<file path="config.mk">
export PLATFORM = sky130hd
export DESIGN_NAME = instr_fetch
export DESIGN_NICKNAME = d
export VERILOG_FILES = /design/src/rtl/instr_fetch.sv
export SDC_FILE = /design/constraint.sdc
export NUM_CORES = 1
export LEC_CHECK = 0
export CORE_MARGIN = 2
export CORE_UTILIZATION = 43
export DETAILED_ROUTE_END_ITERATION = 8
export PLACE_DENSITY = 0.8
export SLEW_MARGIN = 20
export SYNTH_ARGS = -nofsm -noshare
export SYNTH_HDL_FRONTEND = slang
export SYNTH_SLANG_ARGS = --single-unit
</file>
<file path="constraint.sdc">
create_clock -name Clk -period 1.9 [get_ports Clk]
set_input_delay 0.285 -clock Clk [delete_from_list [all_inputs] [get_ports Clk]]
set_output_delay 0.285 -clock Clk [all_outputs]
set_load 0.02 [all_outputs]
</file>
<file path="src/rtl/instr_fetch.sv">
// Program-counter / fetch sequencer for the 512-entry instruction ROM.
// Tracks IDLE/RUN/DONE, applies branches and halts, and counts retired instructions.
module instr_fetch #(
    parameter int PC_W  = 9,
    parameter int OFF_W = 15,
    parameter int CNT_W = 16
) (
    input  logic             Clk,
    input  logic             Reset,
    input  logic             Start,
    input  logic [PC_W-1:0]  StartAddr,
    input  logic             Stall,
    input  logic             Halt,
    input  logic             BranchTaken,
    input  logic [OFF_W-1:0] BranchOff,
    output logic [PC_W-1:0]  Iptr,
    output logic             Running,
    output logic             Done,
    output logic [CNT_W-1:0] InstrCount,
    output logic             PcWrap
);

    typedef enum logic [1:0] {S_IDLE, S_RUN, S_DONE} state_t;

    state_t           r_state, w_state_nxt;
    logic [PC_W-1:0]  r_pc, w_pc_nxt;
    logic [CNT_W-1:0] r_cnt, w_cnt_nxt, w_cnt_inc;
    logic             r_wrap, w_wrap_nxt;
    logic [OFF_W:0]   w_off_ext, w_br_sum;

    // Branch target is formed at OFF_W+1 bits; only the low PC_W bits address the ROM.
    assign w_off_ext = {BranchOff[OFF_W-1], BranchOff};
    assign w_br_sum  = {{(OFF_W+1-PC_W){1'b0}}, r_pc} + w_off_ext;
    assign w_cnt_inc = (r_cnt == {CNT_W{1'b1}}) ? r_cnt : r_cnt + 1'b1;

    always_comb begin
        w_state_nxt = r_state;
        w_pc_nxt    = r_pc;
        w_cnt_nxt   = r_cnt;
        w_wrap_nxt  = r_wrap;
        case (r_state)
            S_IDLE, S_DONE: begin
                if (Start) begin
                    w_state_nxt = S_RUN;
                    w_pc_nxt    = StartAddr;
                    w_cnt_nxt   = '0;
                    w_wrap_nxt  = 1'b0;
                end
            end
            S_RUN: begin
                if (!Stall) begin
                    w_cnt_nxt = w_cnt_inc;
                    if (Halt) begin
                        w_state_nxt = S_DONE;
                    end else if (BranchTaken) begin
                        w_pc_nxt = w_br_sum[PC_W-1:0];
                    end else begin
                        w_pc_nxt = r_pc + 1'b1;
                        if (r_pc == {PC_W{1'b1}}) w_wrap_nxt = 1'b1;
                    end
                end
            end
            default: w_state_nxt = S_IDLE;
        endcase
    end

    always_ff @(posedge Clk) begin
        if (Reset) begin
            r_state <= S_IDLE;
            r_pc    <= '0;
            r_cnt   <= '0;
            r_wrap  <= 1'b0;
        end else begin
            r_state <= w_state_nxt;
            r_pc    <= w_pc_nxt;
            r_cnt   <= w_cnt_nxt;
            r_wrap  <= w_wrap_nxt;
        end
    end

    assign Iptr       = r_pc;
    assign InstrCount = r_cnt;
    assign PcWrap     = r_wrap;
    assign Running    = (r_state == S_RUN);
    assign Done       = (r_state == S_DONE);

endmodule

</file>
==> results.sh, run 1 <==
export IMPL_nets=384
export IMPL_power_density_nw_per_um2=551.2
export IMPL_netlist_area_um2=1992
export IMPL_pre_cts_slack_ps=-505.4
export IMPL_status="completed"
export IMPL_die_x_um=72.06
export IMPL_required_ps=2080
export IMPL_slew_headroom=0.7164
export IMPL_dr_first_iter_drc_count=106
export IMPL_hold_viol_final=0
export IMPL_synth_fp_nets=291
export IMPL_fill_cells=376
export IMPL_die_y_um=72.06
export IMPL_async_reset_ff_frac=0
export IMPL_grt_pass1_wl_mm=9.673
export IMPL_path_max_fanout=2
export IMPL_port_buffers=51
export IMPL_cts_htree_levels=1
export IMPL_clock_skew_final_ps=8.654
export IMPL_cpPeakStageDelay_ps=400
export IMPL_slowest_stage="fa_2"
export IMPL_fin_crit_ps=1849
export IMPL_cts_sinks=28
export IMPL_finalPower_mw=1.672
export IMPL_start_util=0.4512
export IMPL_crit_type="reg -> reg"
export IMPL_min_path_type="reg -> reg"
export IMPL_cts_hold_buf=0
export IMPL_ir_drop_mv=0.3101
export IMPL_path_delay_family="compound AO/OA/AOI/OAI gates"
export IMPL_die_area_um2=5193
export IMPL_row_count=24
export IMPL_grt_pass1_vias=2224
export IMPL_yosysSeqAreaShare=0.2814
export IMPL_cts_tree="done"
export IMPL_grt_max_degree=17
export IMPL_core_area_um2=4414
export IMPL_clk_pin_slew_ps=100
export IMPL_dp_cells=389
export IMPL_drc=0
export IMPL_clk_latency_ps=270
export IMPL_clock_fmax_mhz=540.8
export IMPL_wl_per_cell_um=15.07
export IMPL_syn_inst=249
export IMPL_yosys_warnings=0
export IMPL_drt_pre_antenna_iters=4
export IMPL_slew_viol_final=0
export IMPL_via_per_inst=5.768
export IMPL_setup_ws_ps=50.74
export IMPL_worstMarginPinSlew_ps=424.3
export IMPL_cellLeakagePower_nw=1.215
export IMPL_fin_crit_sh=0.9733
export IMPL_clock_tree_root_cell="clkbuf_8"
export IMPL_cts_setup_buffers=0
export IMPL_path_cells="ha_4, inv_2, fa_2, buf_6, nor2b_4, o21ai_2, a211oi_2, a21oi_1, a211oi_1"
export IMPL_vias=2267
export IMPL_gr_total_overflow=0
export IMPL_synth_avg_cell_area_um2=8.000
export IMPL_finalWeightedCongestion=0.8842
export IMPL_crit_buf_inv=2
export IMPL_synth_cell_type_count=53
export IMPL_crit_path_end_kind="register"
export IMPL_maxCapViolCount=0
export IMPL_antenna_found_initial=0
export IMPL_ys_ff_latch=28
export IMPL_fin_cells=393
export IMPL_n_antenna_cell=0
export IMPL_clk_path_buf_depth=2
export IMPL_setup_viol=0
export IMPL_ys_dominant_reg_cell="dfxtp_1"
export IMPL_startpoint_type="register"
export IMPL_drive_gt1_frac=0.2229
export IMPL_synth_edff_count=0
export IMPL_ioPinCount=58
export IMPL_postRouteAntennaNets=0
export IMPL_cts_made_buffers=3
export IMPL_worst_ep_arrival_time_ps=2030
export IMPL_wl_mm=5.924
export IMPL_grt_util_all_layers=0.2309
export IMPL_syn_to_final_growth_pct=52.26
export IMPL_hpwl_mm=4.604
## final timing paths
kind | startpoint | end | slack, ps | cells past startpoint
max | Iptr[0] | Iptr[4] | 50 | 9
min | InstrCount[4] | InstrCount[4] | 510 | 2
max reg2reg | Iptr[0] | Iptr[4] | 50 | 9
min reg2reg | InstrCount[4] | InstrCount[4] | 510 | 2
## cells in the mapped netlist, types with 5 or more instances
master,instances,area (um^2)
dfxtp_1,28,560.5
nor2_1,28,105.1
nand2_1,19,71.32
a21oi_1,15,75.07
o21ai_0,12,60.06
a211oi_1,11,82.58
ha_1,11,137.6
inv_1,10,37.54
xnor2_1,9,78.83
nand3_1,8,40.04
clkbuf_1,7,26.28
nor4_1,7,43.79
and3_1,6,37.54
a31oi_1,5,31.28
nand2b_1,5,31.28
nor3_1,5,25.02
xor2_1,5,43.79
## logic make-up (layout without fill, tap and decap cells)
kind of cell	count (synthesis)	in the layout	share of synthesized area
AND/OR/NAND/NOR	105	105	0.2946
AO/OA/AOI/OAI	70	70	0.2418
flip-flops	28	28	0.2814
buffers and inverters	19	111	0.03643
XOR/XNOR	14	14	0.06156
adder cells (fa/ha/maj)	12	12	0.07915
multiplexers	1	1	0.005025
## registers in the layout (all words and copies together) (netlist names)
register and flops:
InstrCount 16, Iptr 9, r_state 2, PcWrap 1
## layout by cell type, fill, tap and decap left out, types with 4 or more instances in the layout
cell,Yosys,routed
ha_1,11,10
a31oi_1,5,5
nor4_1,7,7
nor3_1,5,4
inv_1,10,9
o21ai_0,12,9
a21oi_1,15,14
nand2_1,19,19
dfxtp_1,28,23
o211ai_1,4,4
xor2_1,5,5
nand2b_1,5,4
a211oi_1,11,9
clkdlybuf4s50_1,0,48
nand3_1,8,7
xnor2_1,9,9
nor2_1,28,28
and3_1,6,6
dfxtp_2,0,5
buf_4,0,43
## power breakdown
part / internal, mW / leakage, nW / switching, mW
combinational: 0.276 / 0.950 / 0.274
sequential: 0.613 / 0.230 / 0.0353
clock: 0.282 / 0.0357 / 0.192
## layout make-up
cell class | count | area [um^2] | area share
multi-input cells | 202 | 1428 | 0.4707
repair buffers | 96 | 860.8 | 0.2838
flip-flops and latches | 28 | 566.8 | 0.1869
well taps | 52 | 65.06 | 0.02145
clock buffers | 3 | 41.29 | 0.01361
inverters | 11 | 41.29 | 0.01361
clock inverters | 1 | 30.03 | 0.009901
## tightest hold or removal path, stage by stage (launching register included)
cell     delay [ps]
dfxtp_1         340
o21ai_0          70
a21oi_1          60
## metal layers
metal	global-route usage	part of all wire	up-vias
li1	-	-	1122
met2	0.4179	0.51	84
met1	0.2847	0.43	1051
met4	0.06918	0.014	0
met5	0	0	-
met3	0.02778	0.051	10
## what timing repair did
action                                  in CTS  in global routing
pin swaps                                    6                  7
endpoints found under the setup margin       5                  8
gates resized for setup                     14                 12
## metrics by stage
| stage | util | TNS, ps | hold WS, ps | instance area, um^2 |
|---|---|---|---|---|
| 2_1_floorplan | - | 0 | 421.0 | 1993 |
| 3_3_place_gp | 0.6542 | -2138 | 463.4 | 2888 |
| 3_5_place_dp | 0.6542 | -2910 | 491.0 | 2888 |
| 4_1_cts | 0.6769 | 0 | 506.3 | 2988 |
| 5_1_grt | 0.6871 | -24.68 | 574.7 | 3033 |
| 6_report | 0.6871 | 0 | 505.8 | 3033 |
Note: power is estimated with default switching activity, not from simulation.
==> run 2: changes to the inputs <==
Settings changed: ABC_CLOCK_PERIOD_IN_PS set to 1900.
==> results of run 2 <==
No change in the layout: final DEF, timing and power equal those of run 1.
